`config.mk`:
```
export PLATFORM = sky130hd
export DESIGN_NAME = alu_muldiv_seq
export DESIGN_NICKNAME = d
export VERILOG_FILES = /design/src/rtl/alu_pkg.sv /design/src/rtl/muldiv_step.sv /design/src/rtl/alu_muldiv_seq.sv
export SDC_FILE = /design/constraint.sdc
export NUM_CORES = 1
export LEC_CHECK = 0
export CORE_MARGIN = 2
export CORE_UTILIZATION = 49
export CTS_CLUSTER_SIZE = 28
export DETAILED_ROUTE_END_ITERATION = 16
export PLACE_DENSITY = 0.81
export SYNTH_ARGS = -nofsm -noshare
export SYNTH_HDL_FRONTEND = slang
export SYNTH_HIERARCHICAL = 1
export SYNTH_SLANG_ARGS = --single-unit
```
`constraint.sdc`:
```
create_clock -name clk -period 2.8 [get_ports clk]
set_input_delay 0.28 -clock clk [delete_from_list [all_inputs] [get_ports clk]]
set_output_delay 0.28 -clock clk [all_outputs]
set_load 0.02 [all_outputs]
```
`src/rtl/alu_pkg.sv`:
```
// Shared constants for ALU16 and the multiply/divide sequencer.
package alu_pkg;
  localparam logic [2:0] ALU_AND = 3'b000;
  localparam logic [2:0] ALU_OR  = 3'b001;
  localparam logic [2:0] ALU_ADD = 3'b010;
  localparam logic [2:0] ALU_SUB = 3'b110;
  localparam logic [2:0] ALU_SLT = 3'b111;

  typedef enum logic [1:0] {
    S_IDLE = 2'd0,
    S_LOAD = 2'd1,
    S_RUN  = 2'd2,
    S_DONE = 2'd3
  } state_e;

  localparam logic MODE_MUL = 1'b0;
  localparam logic MODE_DIV = 1'b1;
endpackage

```
`src/rtl/muldiv_step.sv`:
```
// One shift-add / restoring-divide iteration: next {HI,LO} from the ALU result.
module muldiv_step
  import alu_pkg::*;
#(
  parameter int WIDTH = 16
) (
  input  logic             mode_i,
  input  logic [WIDTH-1:0] hi_i,
  input  logic [WIDTH-1:0] lo_i,
  input  logic [WIDTH-1:0] alu_r_i,
  input  logic             alu_co_i,
  output logic [WIDTH-1:0] div_a_o,
  output logic [WIDTH-1:0] hi_d_o,
  output logic [WIDTH-1:0] lo_d_o
);
  // Shifted partial remainder; bit WIDTH set means S >= 2^WIDTH > divisor.
  logic [WIDTH:0] s;

  assign s       = {hi_i, lo_i[WIDTH-1]};
  assign div_a_o = s[WIDTH-1:0];

  always_comb begin
    hi_d_o = hi_i;
    lo_d_o = lo_i;
    if (mode_i == MODE_MUL) begin
      if (lo_i[0]) {hi_d_o, lo_d_o} = {alu_co_i, alu_r_i, lo_i[WIDTH-1:1]};
      else         {hi_d_o, lo_d_o} = {1'b0, hi_i, lo_i[WIDTH-1:1]};
    end else begin
      if (s[WIDTH] | alu_co_i) begin
        hi_d_o = alu_r_i;
        lo_d_o = {lo_i[WIDTH-2:0], 1'b1};
      end else begin
        hi_d_o = s[WIDTH-1:0];
        lo_d_o = {lo_i[WIDTH-2:0], 1'b0};
      end
    end
  end
endmodule

```
`src/rtl/alu_muldiv_seq.sv`:
```
// Multi-cycle unsigned mul/div sequencer that borrows ALU16 one pass per clock.
module alu_muldiv_seq
  import alu_pkg::*;
#(
  parameter int WIDTH = 16,
  parameter int CNT_W = 5
) (
  input  logic             clk,
  input  logic             rst_n,
  input  logic             start,
  input  logic             mode,
  input  logic [WIDTH-1:0] opa,
  input  logic [WIDTH-1:0] opb,
  output logic [2:0]       alu_op,
  output logic [WIDTH-1:0] alu_a,
  output logic [WIDTH-1:0] alu_b,
  input  logic [WIDTH-1:0] alu_r,
  input  logic             alu_co,
  output logic             busy,
  output logic             done,
  output logic [WIDTH-1:0] res_hi,
  output logic [WIDTH-1:0] res_lo,
  output logic             div0
);
  state_e           state_q, state_d;
  logic [CNT_W-1:0] cnt_q;
  logic [WIDTH-1:0] m_q, hi_q, lo_q;
  logic [WIDTH-1:0] hi_d, lo_d, div_a;
  logic             mode_q, div0_q;
  logic             div_by_zero;

  assign div_by_zero = (mode_q == MODE_DIV) && (m_q == '0);

  muldiv_step #(.WIDTH(WIDTH)) u_step (
    .mode_i  (mode_q),
    .hi_i    (hi_q),
    .lo_i    (lo_q),
    .alu_r_i (alu_r),
    .alu_co_i(alu_co),
    .div_a_o (div_a),
    .hi_d_o  (hi_d),
    .lo_d_o  (lo_d)
  );

  always_ff @(posedge clk or negedge rst_n) begin
    if (!rst_n) state_q <= S_IDLE;
    else        state_q <= state_d;
  end

  always_comb begin
    state_d = state_q;
    case (state_q)
      S_IDLE: if (start) state_d = S_LOAD;
      S_LOAD: state_d = div_by_zero ? S_DONE : S_RUN;
      S_RUN:  if (cnt_q == '0) state_d = S_DONE;
      S_DONE: state_d = S_IDLE;
      default: state_d = S_IDLE;
    endcase
  end

  // ALU bus stays quiet (AND of zeros) whenever no iteration is running.
  always_comb begin
    alu_op = ALU_AND;
    alu_a  = '0;
    alu_b  = '0;
    busy   = 1'b0;
    done   = 1'b0;
    case (state_q)
      S_LOAD: busy = 1'b1;
      S_RUN: begin
        busy   = 1'b1;
        alu_op = (mode_q == MODE_DIV) ? ALU_SUB : ALU_ADD;
        alu_a  = (mode_q == MODE_DIV) ? div_a : hi_q;
        alu_b  = m_q;
      end
      S_DONE: done = 1'b1;
      default: ;
    endcase
  end

  // Operands are captured on the edge that enters LOAD, so opa/opb only
  // need to be valid alongside start.
  always_ff @(posedge clk or negedge rst_n) begin
    if (!rst_n) begin
      m_q    <= '0;
      hi_q   <= '0;
      lo_q   <= '0;
      cnt_q  <= '0;
      mode_q <= MODE_MUL;
      div0_q <= 1'b0;
    end else begin
      case (state_q)
        S_IDLE: if (start) begin
          mode_q <= mode;
          div0_q <= 1'b0;
          hi_q   <= '0;
          m_q    <= (mode == MODE_DIV) ? opb : opa;
          lo_q   <= (mode == MODE_DIV) ? opa : opb;
        end
        S_LOAD: begin
          cnt_q <= CNT_W'(WIDTH - 1);
          if (div_by_zero) begin
            div0_q <= 1'b1;
            hi_q   <= lo_q;
            lo_q   <= '1;
          end
        end
        S_RUN: begin
          hi_q  <= hi_d;
          lo_q  <= lo_d;
          cnt_q <= cnt_q - CNT_W'(1);
        end
        default: ;
      endcase
    end
  end

  assign res_hi = hi_q;
  assign res_lo = lo_q;
  assign div0   = div0_q;
endmodule

```
==> Word level (Yosys, flattened, before mapping) <==
Cells that the tools add are included.
{ "totals": {"reg_bits": 57, "latch_bits": 0, "ramBits": 0, "romBits": 0, "inputBits": 53, "out_inout_bits": 70, "word_cells": 56, "memories": 0} }
{ "op_classes": {"addsub": 1, "multipliers": 0, "n_div": 0, "order_cmp": 0, "n_eq_ne": 6, "n_shift": 0, "mux": 29, "bitwise": 1, "n_reduce_logical": 12} }
{ "op_table": {"columns": ["operator", "n"], "rows": [
  ["$mux W16", 14],
  ["$pmux W16 S3", 2],
  ["$logic_not A16 Y1", 1],
  ["$pmux W5 S2", 1],
  ["$pmux W2 S4", 1],
  ["$mux W1", 6],
  ["$mux W3", 2],
  ["$ne A2 B2 Y1 const B", 3],
  ["$reduce_and A3 Y1", 2],
  ["$logic_not A5 Y1", 1],
  ["$sub A5 B1 Y5 const B", 1],
  ["$eq A2 B2 Y1 const B", 2],
  ["$mux W2", 2],
  ["$reduce_and A2 Y1", 2],
  ["$reduce_bool A2 Y1", 2],
  ["$reduce_bool A3 Y1", 1],
  ["$eq A2 B1 Y1 const B", 1],
  ["$logic_not A2 Y1", 1],
  ["$pmux W1 S2", 1],
  ["$reduce_or A2 Y1", 1],
  ["$logic_and A1 B1 Y1", 1],
  ["$or A1 B1 Y1", 1]
]} }

==> Longest topological paths before layout <==
{ "depth": {"depth_word": 4, "mapped_depth": 8, "ltp_nobuf": 6} }

==> Modules after synthesis <==
Netlist, hierarchy kept.
{ "by_module_without_submodules": {"columns": ["module", "instances", "cells_each", "area_per_inst_um2", "seq_area_each_um2"], "rows": [
  ["alu_muldiv_seq", 1, 369, 3644.7, 1426.4],
  ["muldiv_step", 1, 108, 844.6, 0.0]
]} }

==> Worst setup path after synthesis <==
OpenSTA, ideal clock, no wires.
{ "synth_timing": {"path_type": "register -> output", "startpoint": "reg state_q[0]", "endpoint": "out alu_a[10]", "arrival_ps": 1902, "t_required_ps": 2520, "path_slack_ps": 618, "stages_incl_launch_ff": 7, "n_path_buf": 3, "cell_sequence": "dfrtp_1 > inv_1 > ha_1 > clkbuf_1 > clkbuf_1 > clkbuf_1 > nor2b_1"} }
{ "synth_between": {"elab_chain_cells": 2} }
{ "synth_rtl": {"columns": ["item", "line", "rtl"], "rows": [
  ["start, declared", "alu_muldiv_seq.sv:25", "state_e state_q, state_d;"],
  ["start signal, assigned", "alu_muldiv_seq.sv:47", "else state_q <= state_d;"],
  ["$eq A2 B2 Y1", "alu_muldiv_seq.sv:68", "case (state_q)"],
  ["$mux W16", "alu_muldiv_seq.sv:68", null],
  ["end, declared", "alu_muldiv_seq.sv:15", "output logic [WIDTH-1:0] alu_a,"]
]} }
Every way passes these cells.

==> Worst setup path in the final report <==
{ "layout_timing": {"startpoint": "reg state_q[0]", "endpoint": "out alu_b[8]"} }
{ "layout_between": {"elab_chain_cells": 2} }
{ "layout_rtl": {"columns": ["item", "line", "rtl"], "rows": [
  ["$eq A2 B2 Y1", "alu_muldiv_seq.sv:68", null],
  ["$mux W16", "alu_muldiv_seq.sv:68", null],
  ["end, declared", "alu_muldiv_seq.sv:16", "output logic [WIDTH-1:0] alu_b,"]
]} }
Every way passes these cells.

==> flow_summary.toml <==
[logic_synthesis]
synth_edf_count = 0
ys_ff_latch = 57
netlist.area_leader.share_pct = 31.8
syn_area_um2 = 4490
syn_nets = 535
yosysWarnings = 6
synthCells = 477
synth_largest_area_cell = "dfrtp_1"
ys_seq_area_share_pct = 31.8
synthArstFlopShare_pct = 100
post-synth-top-count-cell = "nor2b_1"
synth_ff_type = "dfrtp_1"
ys_top_cells_by_area = "dfrtp_1, mux2i_1, nor2b_1"
synth.top_cells.by_count = "nor2b_1, dfrtp_1, a21oi_1, mux2i_1, a211oi_1"
synth_cell_types = 39
avgSynthCellArea_um2 = 9.41

[power_and_ir_drop]
p_leak_nw = 2.34
peakVddDrop_uv = 667
netSwitchingPower_mw = 3.09
intPower_mw = 3.89
p_sw_share_pct = 44.2
p_seq_share_pct = 24.0
p_clk_share_pct = 11.3
powerDensity_nw_per_um2 = 1200
finalPower_mw = 6.98
power_frac_comb_pct = 64.7

[timing]
rsz0062_at_grt = "false"
holdWs_ps = 487
max_freq_mhz = 386
setup_viol = 0
tightestPinTransition_ps = 1110
fin_ws_ps = 211
tns_ps = 0
period_share_pct = 92.5
slew_headroom_pct = 26.3
min_period_ps = 2590
drv_slew = 0
hold_viol_final = 0
final.setup_skew_ps = 10.2

[critical_path]
crit_path_start_kind = "register"
rr_startpoint = "res_lo[0]$_DFFE_PN0P_"
path_class = "reg2out"
path_cells = "inv_1, ha_2, and2_1, clkdlybuf4s50_1"
r2r_setup_slack_ps = 590
crit_path_end_kind = "primary output"
arrival_ps = 2310
crit_fanout = 37
cp.required_ps = 2520
r2r_end = "res_hi[5]$_DFFE_PN0P_"
cp_slowest_cell = "clkdlybuf4s50_1"
max_stage_delay_ps = 610
rr_worst_depth = 6

[clocking]
postCtsSetupRepairBufs = 0
clk_latency_ps = 350
cts_max_level = 3
cts.sinks = 57
cts_resized = 0
cts_buffers = 9
cts_tree = "yes"
cts_max_path_buffers = 2
clk_pin_slew_ps = 70
root_buffer = "clkbuf_8"

[die]
die_x_um = 99.7
io_pins = 123
rows = 34
dieArea_um2 = 9940
core_um2 = 8810
start_util_pct = 51.0
dieHeight_um = 99.7

[place]
placed_cell_area_um2 = 5600
pre_cts_slack_ps = 570
dp_cells = 658
port_buffers = 121
gp_congestion = 0.804
hpwl_um = 8530

[route]
drtPass1Iterations = 5
wl_um = 12200
first_iter_violations = 267
ant_nets = 0
vias = 3957
routedWlPerCell_um = 18.2
viasPerCell = 5.87
drc = 0

[cells_and_area]
fin_cells = 674
area_growth_pct = 29.2
final_area_um2 = 5800
nNetsFinal = 620
final_layout_size_suffix_gt1_share_pct = 14.0
antenna_cells = 0
final_util_pct = 65.9

[global_route]
grt_pass1_vias = 3802
grt_usage_pct = 24.7
grt_remaining_overflow = 0
grt_pass1_wl_um = 19300
grt_max_degree = 68
antenna_found_initial = 0

[run]
maxCapViolations = 0

[run_status]
status = "complete, no violations"

[min_path]
hold_class = "in2async"
metal layers:
metal	share of wire, %	global-route usage [%]	vias to the layer above
li1	-	-	1846
met1	42	31.7	1928
met2	49	40.3	161
met3	6.9	5.76	22
met4	2.2	9.59	0
met5	0	0	-
flip-flops by register name, summed over array words and instances, names as in the netlist:
signal	flops
cnt_q	5
div0	1
m_q	16
mode_q	1
res_hi	16
res_lo	16
state_q	2
critical path: cells and delay by family (launching register included):
kind | cells | cell delay, ps
adder cells (fa/ha/maj) | 1 | 580
buffers and inverters | 2 | 730
flip-flops | 1 | 410
AND/OR/NAND/NOR | 1 | 240
cell usage in the layout (no fill, tap or decap), types with 4 or more instances in the layout:
cell type,Yosys,layout
clkdlybuf4s50_1,0,119
nor2_1,23,23
a211oi_1,31,31
inv_1,6,6
clkbuf_8,0,11
nor2b_1,64,64
buf_4,19,6
mux2_2,26,26
ha_1,5,4
dfrtp_1,57,56
a21oi_1,52,52
and2_1,18,18
mux2_4,20,20
a22oi_1,16,16
mux2i_1,50,50
o21ai_0,5,5
nand2_1,21,21
cell type report:
| class | count | area, um^2 |
|---|---|---|
| repair buffers | 131 | 1320 |
| flip-flops and latches | 57 | 1430 |
| clock buffers | 12 | 155 |
| well taps | 108 | 135 |
| multi-input cells | 357 | 2700 |
| clock inverters | 3 | 40.0 |
| fillers | 722 | 3010 |
| inverters | 6 | 22.5 |
power groups by stage:
stage	sequential (mW)	combinational [mW]	clock (mW)
4_1_cts	1.67	4.53	0.793
6_report	1.68	4.52	0.788
5_1_grt	1.73	4.84	0.831
3_5_place_dp	1.68	4.50	0
3_3_place_gp	1.66	4.37	0
2_1_floorplan	1.68	3.12	0
worst max path at each step:
stage                endpoint  slack [ps]                   start  cells past startpoint
finish               alu_b[8]         210  state_q[0]$_DFFE_PN0P_                      4
global route         alu_b[1]          70  state_q[0]$_DFFE_PN0P_                      4
floorplan           alu_a[10]         620  state_q[0]$_DFFE_PN0P_                      6
global placement     alu_b[6]         620  state_q[0]$_DFFE_PN0P_                      4
CTS                  alu_b[8]         190  state_q[0]$_DFFE_PN0P_                      4
detailed placement   alu_b[8]         570  state_q[0]$_DFFE_PN0P_                      4
kinds of logic (layout without fill, tap and decap cells):
logic type | count (synthesis) | count (layout) | share of synthesized area, %
AND/OR/NAND/NOR | 144 | 144 | 18.5
AO/OA/AOI/OAI | 110 | 110 | 15.6
multiplexers | 97 | 97 | 24.6
buffers and inverters | 63 | 152 | 8.05
flip-flops | 57 | 57 | 31.8
adder cells (fa/ha/maj) | 5 | 5 | 1.39
other | 1 | 1 | 0.0835
what timing repair did:
action	in CTS	in global routing
hold buffers	1	0
endpoints found under the hold margin	27	0
setup endpoints to repair	0	0
(Power assumes the default switching activity.)
